<file path="src/rtl/nn_top.sv">
// nn_top -- fixed-weight 4-4-4 neural-network inference core with 7-segment output.
//
// A start request in IDLE latches four signed 8-bit features. The core then
// evaluates one hidden ReLU neuron per cycle (4 cycles), one output neuron per
// cycle (4 cycles), and finally picks the argmax of the outputs and shows the
// winning class digit on a 7-segment pattern.
//
// Ports:
//   clk_i          system clock, rising edge
//   rst_ni         asynchronous active-low reset
//   start_i        inference request, sampled only while idle
//   x0_i..x3_i     signed two's-complement input features (8 bits each)
//   busy_o         high whenever the core is not idle
//   done_o         one-cycle pulse when final_o is updated
//   final_o        segments {g,f,e,d,c,b,a}, active-high; blank after reset
module nn_top (
  input  logic             clk_i,
  input  logic             rst_ni,
  input  logic             start_i,
  input  logic signed [7:0] x0_i,
  input  logic signed [7:0] x1_i,
  input  logic signed [7:0] x2_i,
  input  logic signed [7:0] x3_i,
  output logic             busy_o,
  output logic             done_o,
  output logic [6:0]       final_o
);

  typedef enum logic [1:0] {
    S_IDLE   = 2'd0,
    S_HIDDEN = 2'd1,
    S_OUTPUT = 2'd2,
    S_ARGMAX = 2'd3
  } state_e;

  state_e            state_q, state_d;
  logic [1:0]        idx_q, idx_d;
  logic signed [7:0] x_q [4];
  logic signed [7:0] x_d [4];
  logic signed [11:0] h_q [4];
  logic signed [11:0] h_d [4];
  logic signed [11:0] y_q [4];
  logic signed [11:0] y_d [4];
  logic [6:0]        final_q, final_d;
  logic              done_q, done_d;

  // Weight rows packed as {w3,w2,w1,w0}, each a 3-bit signed value.
  function automatic logic [11:0] hid_row(input logic [1:0] n);
    case (n)
      2'd0:    hid_row = 12'b000_000_001_001;  // [ 1,  1,  0,  0]
      2'd1:    hid_row = 12'b000_111_001_000;  // [ 0,  1, -1,  0]
      2'd2:    hid_row = 12'b001_001_000_000;  // [ 0,  0,  1,  1]
      default: hid_row = 12'b111_000_000_001;  // [ 1,  0,  0, -1]
    endcase
  endfunction

  function automatic logic [11:0] out_row(input logic [1:0] n);
    case (n)
      2'd0:    out_row = 12'b000_000_000_010;  // [ 2,  0,  0,  0]
      2'd1:    out_row = 12'b000_000_010_000;  // [ 0,  2,  0,  0]
      2'd2:    out_row = 12'b001_001_000_000;  // [ 0,  0,  1,  1]
      default: out_row = 12'b001_000_111_001;  // [ 1, -1,  0,  1]
    endcase
  endfunction

  // Four combinational products summed in 12 bits; operand magnitudes keep
  // every partial sum well inside the signed 12-bit range.
  function automatic logic signed [11:0] dot4(input logic [11:0] row,
                                              input logic [47:0] ops);
    logic signed [11:0] acc;
    logic signed [11:0] op;
    logic signed [11:0] w;
    acc = '0;
    for (int k = 0; k < 4; k++) begin
      op  = ops[12*k +: 12];
      w   = {{9{row[3*k+2]}}, row[3*k +: 3]};
      acc = acc + op * w;
    end
    return acc;
  endfunction

  function automatic logic signed [11:0] relu(input logic signed [11:0] v);
    return v[11] ? 12'sd0 : v;
  endfunction

  function automatic logic [6:0] seg7(input logic [1:0] cls);
    case (cls)
      2'd0:    seg7 = 7'h3F;
      2'd1:    seg7 = 7'h06;
      2'd2:    seg7 = 7'h5B;
      default: seg7 = 7'h4F;
    endcase
  endfunction

  logic [47:0]        x_pack;
  logic [47:0]        h_pack;
  logic [1:0]         best_idx;
  logic signed [11:0] best_val;

  always_comb begin
    x_pack = {{{4{x_q[3][7]}}, x_q[3]}, {{4{x_q[2][7]}}, x_q[2]},
              {{4{x_q[1][7]}}, x_q[1]}, {{4{x_q[0][7]}}, x_q[0]}};
    h_pack = {h_q[3], h_q[2], h_q[1], h_q[0]};

    // Strict greater-than keeps the lowest index on ties.
    best_idx = 2'd0;
    best_val = y_q[0];
    for (int j = 1; j < 4; j++) begin
      if (y_q[j] > best_val) begin
        best_val = y_q[j];
        best_idx = 2'(j);
      end
    end
  end

  always_comb begin
    state_d = state_q;
    idx_d   = idx_q;
    x_d     = x_q;
    h_d     = h_q;
    y_d     = y_q;
    final_d = final_q;
    done_d  = 1'b0;

    case (state_q)
      S_IDLE: begin
        if (start_i) begin
          x_d[0]  = x0_i;
          x_d[1]  = x1_i;
          x_d[2]  = x2_i;
          x_d[3]  = x3_i;
          idx_d   = 2'd0;
          state_d = S_HIDDEN;
        end
      end
      S_HIDDEN: begin
        h_d[idx_q] = relu(dot4(hid_row(idx_q), x_pack));
        idx_d      = idx_q + 2'd1;
        if (idx_q == 2'd3) state_d = S_OUTPUT;
      end
      S_OUTPUT: begin
        y_d[idx_q] = dot4(out_row(idx_q), h_pack);
        idx_d      = idx_q + 2'd1;
        if (idx_q == 2'd3) state_d = S_ARGMAX;
      end
      default: begin
        final_d = seg7(best_idx);
        done_d  = 1'b1;
        state_d = S_IDLE;
      end
    endcase
  end

  always_ff @(posedge clk_i or negedge rst_ni) begin
    if (!rst_ni) begin
      state_q <= S_IDLE;
      idx_q   <= 2'd0;
      final_q <= 7'h00;
      done_q  <= 1'b0;
      for (int i = 0; i < 4; i++) begin
        x_q[i] <= '0;
        h_q[i] <= '0;
        y_q[i] <= '0;
      end
    end else begin
      state_q <= state_d;
      idx_q   <= idx_d;
      final_q <= final_d;
      done_q  <= done_d;
      x_q     <= x_d;
      h_q     <= h_d;
      y_q     <= y_d;
    end
  end

  assign busy_o  = (state_q != S_IDLE);
  assign done_o  = done_q;
  assign final_o = final_q;

endmodule

</file>
<file path="config.mk">
export PLATFORM = sky130hd
export DESIGN_NAME = nn_top
export DESIGN_NICKNAME = d
export VERILOG_FILES = /design/src/rtl/nn_top.sv
export SDC_FILE = /design/constraint.sdc
export NUM_CORES = 1
export LEC_CHECK = 0
export BUFFER_PORTS_ARGS = -buffer_cell sky130_fd_sc_hd__buf_4
export CELL_PAD_IN_SITES_DETAIL_PLACEMENT = 0
export CELL_PAD_IN_SITES_GLOBAL_PLACEMENT = 1
export CORE_MARGIN = 2
export CORE_UTILIZATION = 51
export DETAILED_ROUTE_END_ITERATION = 8
export PLACE_DENSITY = 0.82
export SYNTH_ARGS = -nofsm -noshare
export SYNTH_HDL_FRONTEND = slang
export SYNTH_SLANG_ARGS = --single-unit
</file>
<file path="constraint.sdc">
create_clock -name clk_i -period 7.4 [get_ports clk_i]
set_clock_uncertainty 0.05 [all_clocks]
set_input_delay 1.48 -clock clk_i [delete_from_list [all_inputs] [get_ports clk_i]]
set_output_delay 1.48 -clock clk_i [all_outputs]
set_load 0.03 [all_outputs]
</file>
* Word-level counts from Yosys, hierarchy flattened *
Cells that the tools add are included.

storage, ports and cells
  register bits = 140
  input bits = 35

cells by class
  $add $sub $neg = 7
  $mul = 8
  magnitude comparators = 5
  equal/unequal tests = 10
  multiplexer cells = 22
  bitwise gates (word level) = 1
  reductions and logical operators = 11

operators by type and width
  operator                                                               number
  48-bit bitwise mux                                                     2
  12-bit 2-to-1 mux                                                      5
  12-bit by 3-bit multiplier with 12-bit output                          4
  8-bit by 3-bit multiplier with 11-bit output                           4
  12-bit adder                                                           3
  12-bit > comparator                                                    3
  12-bit case mux with 3 select lines                                    1
  10-bit case mux with 3 select lines                                    1
  12-bit by 11-bit adder with 12-bit output                              2
  12-bit demux with 2-bit select                                         1
  7-bit case mux with 3 select lines                                     1
  11-bit by 11-bit adder with 12-bit output                              1
  2-bit 2-to-1 mux                                                       6
  11-bit 2-to-1 mux                                                      1
  2-bit == test (second input constant)                                  4
  2-bit by 1-bit == test with 1-bit output (second input constant)       3
  2-bit zero test                                                        3
  2-bit inequality test (second input constant)                          3
  2-bit case mux with 3 select lines                                     1
  2-bit case mux with 2 select lines                                     1
  2-bit AND reduction                                                    2
  2-bit nonzero test                                                     2
  3-bit greater-or-equal comparator (second input constant)              1
  3-bit by 1-bit < comparator with 1-bit output (second input constant)  1
  other kinds (7)                                                        8

* Longest topological paths before layout *
Gate-level depths: netlist of run 1.

  depth in word-level cells = 9
  mapped depth = 24
  depth with buffers taken out = 22

* Worst setup path before layout of run 1 *
OpenSTA, ideal clock, no wires.

  kind = reg-to-reg
  from = register idx_q[0]
  to = register h_q, in the netlist h_pack[10]
  arrival = 5.450 ns
  required time = 7.229 ns
  path slack = 1.779 ns
  cell stages (with the launch flop) = 20
  clock period less this slack = 5.621 ns
  path through = dfrtp_1 > inv_1 > ha_1 > or2_2 > clkbuf_1 > clkbuf_1 > nand2_1 > fa_1 > fa_1 > inv_1 > fa_1 > fa_1 > fa_1 > ha_1 > o21ai_0 > nor2_1 > or4b_1 > a221oi_2 > xnor2_1 > a22o_1

on the way
  word-level cells in the longest chain between the ends = 9
  elaborated cells on any way between the ends = 20
  those cells by class = add/sub (3); mul (4); order compare (2); eq/ne (2); mux (6); bitwise (1); reduce/logical (2)

ends and longest elaborated chain
  element                                                 RTL line  source
  start, declared                                         37        logic [1:0] idx_q, idx_d;
  start signal, assigned                                  167       idx_q <= idx_d;
  2-bit == test (tied with other cells)                   49        case (n)
  12-bit case mux with 3 select lines                     49
  12-bit 2-to-1 mux                                       125       case (state_q)
  8-bit by 3-bit multiplier with 11-bit output            77        acc = acc + op * w;
  11-bit by 11-bit adder with 12-bit output               77
  12-bit by 11-bit adder with 12-bit output (2 in a row)  77
  11-bit 2-to-1 mux                                       83        return v[11] ? 12'sd0 : v;
  48-bit bitwise mux *                                    137       h_d[idx_q] = relu(dot4(hid_row(idx_q), x_pack));
  end signal, assigned by index                           162       h_q[i] <= '0;
  end signal, assigned                                    171       h_q <= h_d;
  end, declared                                           40        logic signed [11:0] h_q [4];

Every way passes the cells marked *; elsewhere a longest branch is shown, timed or not. The select of a mux whose other input is x is not followed.
A chain may end at the register's enable or synchronous reset.

* Final worst setup path of run 1 *
  from = register idx_q[0]
  to = register h_q, in the netlist h_pack[15]

Same word-level chain as after synthesis.

==> results of run 1 <==
## critical path, cell delays in order (launching register included)
cell	delay (ns)
dfrtp_1	0.45
ha_2	0.63
or2_2	0.48
nand2_1	0.23
fa_1	0.53
fa_1	0.51
inv_1	0.05
fa_1	0.47
fa_1	0.52
fa_1	0.50
ha_1	0.35
o21a_1	0.20
nor2_1	0.13
a311oi_1	0.08
or3_1	0.60
a21oi_4	0.40
a22o_1	0.20
## per-layer routing
layer	GRT usage (%)	vias up	share of wire, %
met5	0	-	0
met4	5.898	0	1.7
met3	3.918	35	4.7
met2	38.75	195	49
met1	30.89	3972	44
li1	-	3812	-
## area by class of cell
class / instances / area, um2
Timing Repair Buffer: 54 / 409.1
Tap cell: 280 / 350.3
Clock inverter: 13 / 170.2
Multi-Input combinational cell: 785 / 7332
Fill cell: 1941 / 9264
Clock buffer: 18 / 439.2
Sequential cell: 135 / 3378
Inverter: 146 / 548.0
## how the worst max path moves through the flow
| stage | from | to | slack (ns) |
|---|---|---|---|
| 5_1_grt | idx_q[0] | h_pack[15] | 0.61 |
| 4_1_cts | idx_q[0] | h_pack[15] | 0.95 |
| 2_1_floorplan | idx_q[0] | h_pack[10] | 1.78 |
| 3_3_place_gp | idx_q[0] | h_pack[17] | 1.13 |
| 6_report | idx_q[0] | h_pack[15] | 0.95 |
| 3_5_place_dp | idx_q[0] | h_pack[15] | 1.0 |
## stage by stage
stage / worst slack, ns / utilization, % / area [um2]
finish: 0.9496 / 57.68 / 12630
global route: 0.6100 / 57.68 / 12630
CTS: 0.9525 / 57.68 / 12630
detailed placement: 0.9983 / 54.90 / 12020
global placement: 1.128 / 54.90 / 12020
floorplan: 1.779 / - / 11420
## state kept, by name, indices dropped and copies added (netlist names)
register  count
h_pack       44
x_pack       32
idx_q         2
state_q       2
done_o        1
y_q          48
final_o       6
## logic make-up after synthesis
group / after synthesis / synth area share, %
and+or+nand+nor: 263 / 11.80
adders and majority gates: 220 / 30.82
AOI/OAI and AO/OA: 211 / 13.10
buffers and inverters: 187 / 6.247
DFF: 135 / 29.59
muxes: 61 / 6.017
xor gates and xnor gates: 30 / 2.422
## synth_stat cells (3+ instances only)
| cell | instances |
|---|---|
| ha_1 | 118 |
| clkbuf_1 | 35 |
| and3b_1 | 3 |
| buf_1 | 4 |
| o21a_1 | 6 |
| fa_1 | 102 |
| o311ai_1 | 4 |
| xnor2_1 | 22 |
| nand2_1 | 97 |
| nor2_1 | 29 |
| a21oi_4 | 4 |
| dfrtp_1 | 135 |
| o21ai_0 | 28 |
| mux2_2 | 57 |
| nor3_1 | 6 |
| o22ai_1 | 15 |
| a211oi_1 | 7 |
| a221oi_1 | 4 |
| a21o_1 | 12 |
| and2b_1 | 3 |
| mux2_1 | 4 |
| o32ai_1 | 11 |
| nand3_1 | 4 |
| o21ai_1 | 11 |
| a21oi_1 | 43 |
| nand4_1 | 7 |
| xor2_1 | 7 |
| or2_2 | 3 |
| nand2b_1 | 18 |
| o31ai_1 | 7 |
| and2_1 | 71 |
| a22o_1 | 38 |
| a211o_1 | 6 |
| nor2b_1 | 10 |
| a31oi_1 | 3 |
| inv_1 | 146 |
==> run metrics, run 1 <==
Yosys top cell by area=dfrtp_1; hold depth=1; WL/cell=about 18 um; Post-CTS Setup Inserts=0; synth unique cells=57; CP max FO=35; first-pass GRT wire length=42,590 um; period utilization=slightly below 90%; FF-to-FF Start=idx_q[0]; # IOs=44; Avg Cell Area, Syn=between 10 and 15 um2; Die Y=153.6 um; Yosys Warn Count=0; fin nets=roughly 1,400; drt first pass iters=5; max_cap viols=0; Congestion Overflow GR=0; CTS Buf Count=17; TritonCTS clock tree=yes; Slew headroom=a little under a third; Slew Viols, Final=0; Final ANT Viol Nets=0; layout cells sized above 1=13.55%; Gate Count Post-Synth=roughly 1,100; cell row count=54; die width=approximately 150 um; Total Routed Length=25,830 um; Placer Congestion=0.8975; actual slew at the worst max-slew pin=just over 1 ns; CP Class=flip-flop to flip-flop; Startpoint Class=flip-flop; Post-synth ARST share=between 90% and 100%; drt initial violations=around 450; minimum hold slack=roughly 0.42 ns; register bit total from synthesis=135; Critical Path RT=between 7 and 8 ns; fmax=155.0 MHz; vias in the first global route=roughly 8,300; CTS HTree Levels=4; arrival time at the worst endpoint=roughly 6.8 ns; Core Region=roughly 22,000 um2; Post-Syn Nets=about 1,400; crit path time final=around 6.5 ns; status=finished clean; RSZ-0062 raised after global routing=no; Post-DP HPWL=20,200 um; hold path start=final_o[1]; Vias/cell=around 5.6; Setup TNS=0 ns; Fin. Hold Viols=0; DIE AREA=around 24,000 um2; Mapped Area=11,420 um2; area share of the largest cell type after synthesis=between 20 and 30%; Tot GR Track Use=a little under a quarter; Worst R2R Path Depth=16; top_reg_cell synth=dfrtp_1; Initial Util=a little over half; CTS clk-pin slew, worst paths=roughly 0.06 ns; CTS Sinks=about 140; initial antenna violation count=0; CTS Hold Bufs=0; endpoint type of the worst setup path=flip-flop; register area share after synthesis=just under 30%; routed via count=around 8,000; most common cell after layout, fill and taps aside=inv_1; worst hold path class=flip-flop to flip-flop; maximum clock insertion buffer count=2; most frequent cells in the layout=inv_1, dfrtp_1, ha_1; clock root buffer=clkbuf_16; Placed Instances=between 1,000 and 1,500; final setup fails=0; port bufs=43; FF-to-FF End=h_pack[15]; Area contributors post-synth=dfrtp_1, fa_1, ha_1; diode count=0; worst-skew pair later-pin latency=0.43 ns; largest net degree at the start of global routing=about 80; P&R area growth vs syn=10.61%; r2r setup slk=around 0.95 ns; Post-Layout Cell Count=approximately 1,400; Post-synth EDFFs=0; WHS Endpoint=final_o[1]; Post-route DRC=0; CTS resizes=0
Power of run 1 is left out: the tool's default activity adds up to more than one toggle a clock period on the data nets, which glitch-free logic cannot reach.
==> run 2, diff against run 1 <==
- REMOVE_ABC_BUFFERS: unset -> 1
==> run 2 against run 1 <==
  * First-iteration DRC count is 5.8% lower
  * Routed wire length is 2.5% lower
  * Worst setup slack better by 0.079 ns
  * Non-clock buffer count stayed put
  * Register-to-register slack better by 0.08 ns
  * Worst hold slack better by 0.0029 ns
  * Count of clock-buffer cells in the layout unchanged
  * Sequential share of layout area is essentially flat
==> run metrics, run 2 (synthesis gave the netlist of run 1 again) <==
Tot GR Track Use=22.67% (-0.27 points); Total Routed Length=25,200 um (-2.5%); Vias/cell=5.560 (-0.72%); Placer Congestion=0.8525 (-5.0%); RSZ-0062 raised after global routing=no; Final ANT Viol Nets=0 (unchanged); worst hold path class=flip-flop to flip-flop; final setup fails=0 (unchanged); hold path start=final_o[1]; Fin. Hold Viols=0 (unchanged); diode count=0 (unchanged); drt first pass iters=5 (unchanged); crit-path cells=ha_1 -> or2_2 -> nand2_1 -> fa_1 -> fa_1 -> inv_1 -> fa_1 -> fa_1 -> fa_1 -> ha_1 -> o21a_1 -> nor2_1 -> a311oi_1 -> or3_1 -> a21oi_4 -> a22o_1; Critical Path RT=7.71 ns (about the same); CTS Sinks=135 (unchanged); CP Class=flip-flop to flip-flop; hold depth=1 (unchanged); worst-skew pair later-pin latency=0.43 ns (about the same); crit-path max cell delay=0.64 ns (about the same); CTS Hold Bufs=0 (unchanged); layout cells sized above 1=13.54% (about the same); CTS Buf Count=17 (unchanged); Post-route DRC=0 (unchanged); Congestion Overflow GR=0 (unchanged); TritonCTS clock tree=yes; Slew headroom=37.44% (+6.6 points); max_cap viols=0 (unchanged); CTS HTree Levels=4 (unchanged); status=finished clean; CTS clk-pin slew, worst paths=0.07 ns (about the same); endpoint type of the worst setup path=flip-flop; DIE AREA=23,600 um2 (unchanged); P&R area growth vs syn=10.46%; Post-CTS Setup Inserts=0 (unchanged); vias in the first global route=8,180 (-0.90%); most frequent cells in the layout=inv_1, dfrtp_1, ha_1; period utilization=86.11% (-1.1 points); CP bufs+invs=1 (unchanged); r2r setup slk=1.03 ns (+0.08 ns); Core Region=21,890 um2 (unchanged); drt initial violations=426 (-5.8%); largest net degree at the start of global routing=72 (-11%); Startpoint Class=flip-flop; CTS resizes=0 (unchanged); arrival time at the worst endpoint=6.68 ns (-0.07 ns); most common cell after layout, fill and taps aside=inv_1; actual slew at the worst max-slew pin=0.9384 ns (-0.09879 ns); clock root buffer=clkbuf_16; # IOs=44 (unchanged); Setup TNS=0 ns (unchanged); Worst R2R Path Depth=16 (unchanged); die width=153.6 um (unchanged); Slew Viols, Final=0 (unchanged); cell repeated most along the worst path=fa_1; first-pass GRT wire length=42,390 um (-0.45%); FF-to-FF End=h_pack[10]; max FFs per register=48 (unchanged); fmax=156.9 MHz (+1.2%); maximum clock insertion buffer count=2 (unchanged); Post-DP HPWL=19,690 um (-2.5%); Die Y=153.6 um (unchanged); Biggest register=y_q; CP max-delay cell=ha_1; Initial Util=52.15% (unchanged); slack of the critical path=1.028 ns (+0.07852 ns); WHS Endpoint=final_o[1]; port bufs=43 (unchanged); crit path time final=6.372 ns (-0.07852 ns); WL/cell=17.59 um (-2.5%); routed via count=7,962 (-0.65%); delay-heaviest family, CP=adder cells; fin nets=1,394 (unchanged); FF-to-FF Start=idx_q[0]; dpl ws=1.102 ns (+0.1035 ns); CP max FO=20 (-43%); cell row count=54 (unchanged); initial antenna violation count=0 (unchanged)
## run 2: changes by cell type in the layout (fill, tap and decap cells not counted), sizes merged
cell / previous run / this run
inv: 150 / 155
bufinv: 3 / 1
clkinv: 3 / 1
## run 2: per-stage QoR
stage,cell area (um2),hold WS [ns],utilization (%),std cells
floorplan,11250,0.3974,-,1066
global placement,12020,0.4051,54.89,1400
finish,12610,0.4204,57.60,1432
CTS,12610,0.4303,57.60,1432
detailed placement,12020,0.4101,54.89,1400
global route,12610,0.4429,57.60,1432
## run 2: cell type report
type	count	area [um2]
clock buffer	18	439.2
clock inverter	14	155.1
fill	1930	9281
inverter	146	548.0
multi-input combinational	785	7330
sequential	135	3378
tap	280	350.3
timing repair buffer	54	409.1
## run 2: worst max path at each step
stage / start / to / slack [ns] / cells past startpoint
detailed placement: idx_q[0] / h_pack[10] / 1.10 / 16
global placement: idx_q[0] / h_pack[3] / 1.15 / 16
global route: idx_q[0] / h_pack[7] / 0.61 / 16
finish: idx_q[0] / h_pack[10] / 1.03 / 16
CTS: idx_q[0] / h_pack[10] / 1.05 / 16
floorplan: idx_q[0] / h_pack[41] / 1.27 / 16
## run 2: metal layers
layer | wire length (um) | vias to the layer above | GRT usage, %
li1 | - | 3808 | -
met1 | 10980 | 3978 | 29.97
met2 | 12980 | 141 | 39.05
met3 | 726 | 35 | 2.847
met4 | 510 | 0 | 7.208
met5 | 0 | - | 0
Power of run 2 is left out for the same reason.
